--- src/rtl/line_sequencer.sv ---
// Game-level sequencer for the Wild Cube moving-line obstacles: reload, staggered
// release, collision freeze/blink, lives and game over. All timing is in frames.
module line_sequencer #(
    parameter int N_LINES      = 4,
    parameter int STAGGER      = 30,
    parameter int FLASH_HALF   = 8,
    parameter int FLASH_CYCLES = 4,
    parameter int LIVES        = 3
) (
    input  logic               clk,
    input  logic               reset,
    input  logic               frame,
    input  logic               go,
    input  logic               collision,
    output logic [N_LINES-1:0] load_counter,
    output logic [N_LINES-1:0] start_machine,
    output logic [N_LINES-1:0] move_en,
    output logic               flash,
    output logic [1:0]         lives,
    output logic               game_over,
    output logic               busy
);

    localparam int FL_TOTAL = 2 * FLASH_HALF * FLASH_CYCLES;
    localparam int SW = (STAGGER > 1) ? $clog2(STAGGER) : 1;
    localparam int HW = (FLASH_HALF > 1) ? $clog2(FLASH_HALF) : 1;
    localparam int FW = $clog2(FL_TOTAL + 1);
    localparam logic [N_LINES-1:0] ALL = '1;
    localparam logic [N_LINES-1:0] ONE = N_LINES'(1);

    typedef enum logic [2:0] {S_IDLE, S_LOAD, S_ARM, S_RUN, S_FLASH, S_OVER} state_t;

    state_t             state, state_n;
    logic [SW-1:0]      stg_cnt, stg_cnt_n;
    logic [FW-1:0]      fl_cnt, fl_cnt_n;
    logic [HW-1:0]      half_cnt, half_cnt_n;
    logic [2:0]         k, k_n;
    logic               hit_pending, hit_pending_n;
    logic [N_LINES-1:0] load_n, start_n, move_n;
    logic               flash_n;
    logic [1:0]         lives_n;
    logic               hit, to_flash;

    assign hit = collision | hit_pending;

    always_comb begin
        state_n       = state;
        stg_cnt_n     = stg_cnt;
        fl_cnt_n      = fl_cnt;
        half_cnt_n    = half_cnt;
        k_n           = k;
        hit_pending_n = hit_pending;
        load_n        = load_counter;
        start_n       = start_machine;
        move_n        = move_en;
        flash_n       = flash;
        lives_n       = lives;
        to_flash      = 1'b0;

        case (state)
            S_IDLE: begin
                if (frame && go) begin
                    state_n = S_LOAD;
                    load_n  = ALL;
                end
            end
            S_LOAD: begin
                hit_pending_n = 1'b0;
                if (frame) begin
                    load_n    = '0;
                    move_n    = ONE;
                    start_n   = ONE;
                    stg_cnt_n = '0;
                    k_n       = '0;
                    state_n   = (N_LINES == 1) ? S_RUN : S_ARM;
                end
            end
            S_ARM: begin
                if (collision) hit_pending_n = 1'b1;
                if (frame) begin
                    start_n = '0;
                    if (hit) begin
                        to_flash = 1'b1;
                    end else if (stg_cnt == SW'(STAGGER - 1)) begin
                        k_n       = k + 3'd1;
                        move_n    = move_en | (ONE << k_n);
                        start_n   = ONE << k_n;
                        stg_cnt_n = '0;
                        if (int'(k_n) == N_LINES - 1) state_n = S_RUN;
                    end else begin
                        stg_cnt_n = stg_cnt + SW'(1);
                    end
                end
            end
            S_RUN: begin
                if (collision) hit_pending_n = 1'b1;
                if (frame) begin
                    start_n = '0;
                    if (hit) to_flash = 1'b1;
                end
            end
            S_FLASH: begin
                if (frame) begin
                    if (fl_cnt == FW'(FL_TOTAL - 1)) begin
                        flash_n  = 1'b1;
                        fl_cnt_n = '0;
                        if (lives == 2'd0) begin
                            state_n = S_OVER;
                        end else begin
                            state_n = S_LOAD;
                            load_n  = ALL;
                        end
                    end else begin
                        fl_cnt_n = fl_cnt + FW'(1);
                        // half_cnt tracks fl_cnt modulo FLASH_HALF without a divider
                        if (half_cnt == HW'(FLASH_HALF - 1)) begin
                            half_cnt_n = '0;
                            flash_n    = ~flash;
                        end else begin
                            half_cnt_n = half_cnt + HW'(1);
                        end
                    end
                end
            end
            S_OVER: begin
                if (frame && go) begin
                    lives_n = 2'(LIVES);
                    state_n = S_LOAD;
                    load_n  = ALL;
                end
            end
            default: state_n = S_IDLE;
        endcase

        if (to_flash) begin
            state_n       = S_FLASH;
            move_n        = '0;
            start_n       = '0;
            flash_n       = 1'b0;
            fl_cnt_n      = '0;
            half_cnt_n    = '0;
            hit_pending_n = 1'b0;
            lives_n       = (lives == 2'd0) ? 2'd0 : lives - 2'd1;
        end
    end

    always_ff @(posedge clk) begin
        if (reset) begin
            state         <= S_IDLE;
            stg_cnt       <= '0;
            fl_cnt        <= '0;
            half_cnt      <= '0;
            k             <= '0;
            hit_pending   <= 1'b0;
            load_counter  <= '0;
            start_machine <= '0;
            move_en       <= '0;
            flash         <= 1'b1;
            lives         <= 2'(LIVES);
            game_over     <= 1'b0;
            busy          <= 1'b0;
        end else begin
            state         <= state_n;
            stg_cnt       <= stg_cnt_n;
            fl_cnt        <= fl_cnt_n;
            half_cnt      <= half_cnt_n;
            k             <= k_n;
            hit_pending   <= hit_pending_n;
            load_counter  <= load_n;
            start_machine <= start_n;
            move_en       <= move_n;
            flash         <= flash_n;
            lives         <= lives_n;
            game_over     <= (state_n == S_OVER);
            busy          <= (state_n == S_LOAD) || (state_n == S_ARM) ||
                             (state_n == S_RUN)  || (state_n == S_FLASH);
        end
    end

endmodule

--- config.mk ---
export PLATFORM = sky130hd
export DESIGN_NAME = line_sequencer
export DESIGN_NICKNAME = d
export VERILOG_FILES = /design/src/rtl/line_sequencer.sv
export SDC_FILE = /design/constraint.sdc
export NUM_CORES = 1
export LEC_CHECK = 0
export BUFFER_PORTS_ARGS = -buffer_cell sky130_fd_sc_hd__buf_2
export CAP_MARGIN = 20
export CORE_MARGIN = 2
export CORE_UTILIZATION = 57
export DETAILED_ROUTE_END_ITERATION = 7
export GPL_ROUTABILITY_DRIVEN = 0
export HOLD_SLACK_MARGIN = 0.06
export PLACE_DENSITY = 0.75
export SLEW_MARGIN = 10
export SYNTH_ARGS = -nofsm -noshare
export SYNTH_HDL_FRONTEND = slang
export SYNTH_SLANG_ARGS = --single-unit
--- constraint.sdc ---
create_clock -name clk -period 2.18 [get_ports clk]
set_input_delay 0.109 -clock clk [delete_from_list [all_inputs] [get_ports clk]]
set_output_delay 0.109 -clock clk [all_outputs]
set_load 0.02 [all_outputs]
==> run_results.csv, run 1 <==
group,metric,value,unit
synthesis,synthFlopType,"dfxtp_1",
run,drv_cap,0,
die,io_pins,22,
clocking,cts_setup_buffers,0,
finish,drive_gt1_share,15.2,%
detailed_routing,drc_errors,0,
detailed_routing,vias,1506,
synthesis,yosys-top-cells-count,"36 x dfxtp_1, 29 x nor2_1, 15 x nand2_1, 14 x a21oi_1, 10 x ha_1",
finish,layout.nets,239,
finish,instances_no_fill,257,
finish,post-route-util,64.3,%
sta,slew_headroom,63.0,%
placed_design,placed_cell_area,0.00187,mm^2
worst_setup_path,crit_fanout,5,
worst_setup_path,startpoint_type,"register",
clocking,cts_tree,"done",
finish,n_antenna_cell,0,
synthesis,synth_async_sr_flop_share,0,%
synthesis,syn_area,0.00177,mm^2
die,die_width,59.8,um
clocking,cts-root-buf,"clkbuf_4",
die,die_h,59.8,um
hold_path,min_from,"reset",
worst_setup_path,endpoint_kind,"register",
worst_setup_path,cpLargestDelayFamily,"compound AO/OA/AOI/OAI gates",
detailed_routing,drt_iter0_markers,77,
detailed_routing,detail-route-antenna-nets,0,
worst_setup_path,r2r_cells,6,
detailed_routing,viasPerCell,5.86,
finish,final_cell_area,0.00193,mm^2
sta,fmax,0.524,GHz
worst_setup_path,critical-path-max-stage-delay,550,ps
power_and_ir_drop,ir_worst_vdd,0.485,mV
worst_setup_path,crit_type,"register to register",
sta,period_minus_slack,1910,ps
hold_path,hp-class,"input pin to register",
worst_setup_path,worst-endpoint-required,2440,ps
synthesis,yosysTopAreaCell,"dfxtp_1",
clocking,htreeDepth,2,
worst_setup_path,crit_chain,"ha_1 > nand3b_1 > o41ai_1 > a21oi_1 > xnor2_1 > o31ai_1",
sta,final_hold_viol_count,0,
synthesis,syn_inst,205,
worst_setup_path,crit_buf_inv,0,
worst_setup_path,r2r_slack,270,ps
worst_setup_path,arrival,2170,ps
die,rows,20,
clocking,cts.clk_slew.worst_paths,110,ps
placed_design,detailed_place_hpwl,2660,um
global_route,grt_pass1_wl,6250,um
detailed_routing,wire_per_inst,13.8,um
power_and_ir_drop,powerDensity,629,mW/mm^2
detailed_routing,drt_first_pass_iters,4,
synthesis,ys_top_cells_by_area,"dfxtp_1 41%, ha_1 7.1%, nor2_1 6.1%, a21oi_1 4.0%, xor2_1 3.5%",
detailed_routing,drt_wl_total,3540,um
sta,clock_skew,8.21,ps
sta,worst_slew_pin_slew,547,ps
synthesis,yosys_warnings,0,
clocking,cts_resized,0,
hold_path,hold_path_depth,2,
power_and_ir_drop,cellLeakagePower,0.816,nW
synthesis,yosys_register_bits,36,
worst_setup_path,cp_slowest_cell,"o41ai_1",
synthesis,yosysMostFrequentCell,"dfxtp_1",
die,die-area,0.00357,mm^2
synthesis,yosysSeqAreaShare,40.7,%
sta,rsz0062_at_grt,"false",
outcome,run_status,"complete, no violations",
finish,area_delta_synth_final,8.97,%
synthesis,netlist.area_leader.share,40.7,%
placed_design,io_buffers,21,
clocking,cts_buffers,5,
die,core,0.00300,mm^2
placed_design,place_inst,250,
clocking,clock_sink_count,36,
worst_setup_path,timing.rr.start,"fl_cnt[0]",
global_route,grt_max_degree,16,
synthesis,synth-edff-count,0,
synthesis,syn-num-nets,220,
clocking,clk-insertion-delay-late,340,ps
global_route,grt.overflow.total,0,
global_route,antenna_found_initial,0,
worst_setup_path,regToRegEndpoint,"busy",
sta,setup_viol_count_final,0,
hold_path,holdPathEnd,"state[2]",
sta,fin_setup_tns,0,ps
clocking,cts_max_path_buffers,2,
sta,period_share,87.5,%
synthesis,synth_area_per_cell,8.64,um^2
worst_setup_path,crit_cells,6,
synthesis,yosysUniqueCellTypes,43,
die,initial_core_util,59.0,%
global_route,track_usage,23.1,%
clocking,ctsHoldBuffers,0,
global_route,grt_pass1_vias,1464,
sta,finalMaxSlewViolations,0,
==> state kept, by name (all words and copies together), names as in the netlist <==
register,cells
half_cnt,3
move_en,4
load_counter,1
hit_pending,1
fl_cnt,7
busy,1
k,3
game_over,1
start_machine,4
state,3
flash,1
stg_cnt,5
lives,2
==> routing by layer <==
metal | wire length, um | track usage, % | part of all wire, %
met2 | 1700 | 39.4 | 48
met3 | 145 | 6.06 | 4.1
met5 | 0 | 0 | 0
met1 | 1580 | 26.0 | 45
met4 | 110 | 12.7 | 3.1
==> report_power, final <==
part | total (mW) | internal, mW | leakage (nW) | switching (mW)
logic | 0.125 | 0.0449 | 0.488 | 0.0799
registers | 0.693 | 0.674 | 0.291 | 0.0193
clock network | 0.397 | 0.183 | 0.0374 | 0.214
total | 1.21 | 0.901 | 0.816 | 0.313
==> placed cells by master, fill, tap and decap left out, types with 2 or more instances in the layout <==
cell	n
and4b_1	2
inv_1	9
nand3b_1	2
or3_1	4
buf_2	21
clkbuf_8	2
xnor2_1	2
mux2i_1	2
and3_1	3
ha_1	10
a31oi_1	5
nor3_1	3
o21ai_0	8
nand2_1	15
clkbuf_4	5
nor2_1	29
a21oi_1	14
dfxtp_1	36
a211oi_1	2
nand3_1	5
nand2b_1	2
and4_1	3
nor2b_1	3
o21a_1	4
nand4_1	8
xor2_1	7
==> through the flow <==
stage / setup WS, ps / power (mW) / hold WS, ps
4_1_cts: 294 / 1.22 / 85.7
3_5_place_dp: 362 / 0.831 / 446
6_report: 271 / 1.21 / 103
2_1_floorplan: 540 / 0.803 / 306
3_3_place_gp: 434 / 0.827 / 439
5_1_grt: 59.1 / 1.27 / 101
==> area by class of cell <==
type                       count  area (um^2)
clock buffer                   7         65.1
multi-input combinational    150          957
inverter                       9         33.8
tap                           33         41.3
sequential                    36          721
fill                         266         1070
timing repair buffer          22          113
==> how the worst max path moves through the flow <==
stage	start	endpoint	slack [ps]
after floorplan	fl_cnt[0]	busy	540
after global placement	fl_cnt[0]	busy	430
after detailed placement	fl_cnt[0]	busy	360
after CTS	fl_cnt[0]	busy	290
after global routing	fl_cnt[0]	busy	60
final	fl_cnt[0]	busy	270
==> cell families after synthesis <==
| kind of cell | after synthesis | synth area share, % |
|---|---|---|
| buf+inv | 19 | 5.30 |
| flops | 36 | 40.7 |
| fa+ha+maj | 10 | 7.06 |
| xor+xnor | 10 | 5.37 |
| simple gates | 83 | 24.4 |
| mux | 2 | 1.13 |
| compound gates | 45 | 16.1 |
No activity file was read; power rests on OpenSTA's default activity.
==> run 2, diff against run 1 <==
CORE_UTILIZATION = 30   (was 57)
PLACE_DENSITY = 0.43   (was 0.75)
==> run_results.csv, run 2 (synthesis gave the netlist of run 1 again) <==
group,metric,value,unit
global_route,grt_max_degree,16,
sta,fin_setup_tns,0,ps
clocking,clock_sink_count,36,
worst_setup_path,worst-endpoint-required,2390,ps
clocking,cts-root-buf,"clkbuf_8",
detailed_routing,drt_wl_total,4130,um
global_route,grt_pass1_wl,6970,um
sta,slew_headroom,63.5,%
power_and_ir_drop,swShare,25.6,%
global_route,grt_pass1_vias,1428,
detailed_routing,vias,1490,
die,die_h,80.9,um
die,io_pins,22,
finish,largest_reg_flops,7,
clocking,cts.clk_slew.worst_paths,70,ps
sta,worst_slew_pin_slew,541,ps
detailed_routing,drc_errors,0,
finish,area_delta_synth_final,14.0,%
detailed_routing,wire_per_inst,13.8,um
finish,final_cell_mix,"36 x dfxtp_1, 29 x nor2_1, 21 x buf_2",
worst_setup_path,startpoint_type,"register",
finish,largest_registers,"fl_cnt (7), stg_cnt (5)",
clocking,cts_max_path_buffers,2,
detailed_routing,drt_first_pass_iters,4,
worst_setup_path,endpoint_kind,"register",
finish,final_common_cell,"dfxtp_1",
finish,n_antenna_cell,0,
sta,fmax,0.528,GHz
hold_path,hold_path_depth,2,
sta,finalMaxSlewViolations,0,
finish,drive_gt1_share,15.4,%
sta,final_hold_viol_count,0,
finish,fillCellCount,628,
detailed_routing,detail-route-antenna-nets,0,
power_and_ir_drop,p_seq_share,52.9,%
worst_setup_path,cp_slowest_cell,"o41ai_1",
placed_design,io_buffers,21,
die,initial_core_util,31.6,%
power_and_ir_drop,p_sw,0.336,mW
clocking,ctsHoldBuffers,0,
detailed_routing,viasPerCell,4.98,
global_route,grt.overflow.total,0,
die,die_width,80.9,um
global_route,track_usage,14.1,%
power_and_ir_drop,pwr-share-clk,37.5,%
global_route,antenna_found_initial,0,
die,core,0.00561,mm^2
hold_path,hp-class,"input pin to register",
power_and_ir_drop,comb_power_share,9.7,%
power_and_ir_drop,powerDensity,651,mW/mm^2
power_and_ir_drop,finalPower,1.31,mW
sta,period_share,86.8,%
worst_setup_path,critical-path-max-stage-delay,540,ps
run,drv_cap,0,
worst_setup_path,r2r_cells,6,
die,die-area,0.00654,mm^2
detailed_routing,drt_iter0_markers,51,
die,rows,27,
clocking,cts_resized,0,
finish,layout.nets,241,
placed_design,detailed_place_hpwl,3040,um
clocking,htreeDepth,2,
worst_setup_path,crit_chain,"ha_1 > nand3b_1 > o41ai_1 > a21oi_1 > xnor2_1 > o31ai_1",
clocking,cts_setup_buffers,0,
outcome,run_status,"complete, no violations",
worst_setup_path,crit_type,"register to register",
placed_design,place_ws,321,ps
clocking,cts_buffers,5,
power_and_ir_drop,ir_worst_vdd,0.255,mV
sta,period_minus_slack,1890,ps
worst_setup_path,arrival,2100,ps
finish,top_register,"fl_cnt",
power_and_ir_drop,cellLeakagePower,0.834,nW
sta,fin_ws,288,ps
clocking,clk-insertion-delay-late,290,ps
sta,clock_skew,6.16,ps
clocking,cts_tree,"done",
worst_setup_path,crit_fanout,5,
sta,rsz0062_at_grt,"false",
sta,setup_viol_count_final,0,
power_and_ir_drop,power.internal,0.978,mW
run 2: worst paths after layout:
| kind | from | endpoint | slack [ps] |
|---|---|---|---|
| max reg2reg | fl_cnt[0] | busy | 290 |
| min | reset | state[2] | 170 |
| max | fl_cnt[0] | busy | 290 |
| min reg2reg | start_machine[1] | start_machine[1] | 460 |
run 2: worst max-delay path, delay by kind of cell, from the launching register on:
kind / cells / cell delay, ps
flops: 1 / 400
compound gates: 3 / 880
xor+xnor: 1 / 140
fa+ha+maj: 1 / 250
simple gates: 1 / 140
run 2: metrics by stage:
stage	cell area, um^2	utilization (%)	hold WS, ps	cells
floorplan	1770	-	306	205
finish	2020	36.0	165	299
CTS	2020	36.0	165	299
global route	2020	36.0	179	299
global placement	1930	34.4	449	291
detailed placement	1930	34.4	452	291
run 2: layout make-up:
cell class | instances | area [um^2] | share of cell area, %
clock buffers | 8 | 90.1 | 4.46
repair buffers | 24 | 128 | 6.32
inverters | 9 | 33.8 | 1.67
well taps | 72 | 90.1 | 4.46
multi-input cells | 150 | 957 | 47.4
flip-flops and latches | 36 | 721 | 35.7
run 2: per-layer routing:
metal / part of all wire, % / up-vias / track usage, %
li1: - / 762 / -
met1: 49 / 695 / 18.7
met2: 45 / 26 / 21.5
met3: 4.6 / 7 / 4.78
met4: 1.4 / 0 / 4.58
met5: 0 / - / 0
run 2: power groups by stage:
stage	Combinational, mW	Clock (mW)	Sequential (mW)
after detailed placement	0.128	0	0.710
after global routing	0.143	0.541	0.698
after floorplan	0.0920	0	0.711
after CTS	0.129	0.513	0.695
final	0.127	0.492	0.695
after global placement	0.129	0	0.710
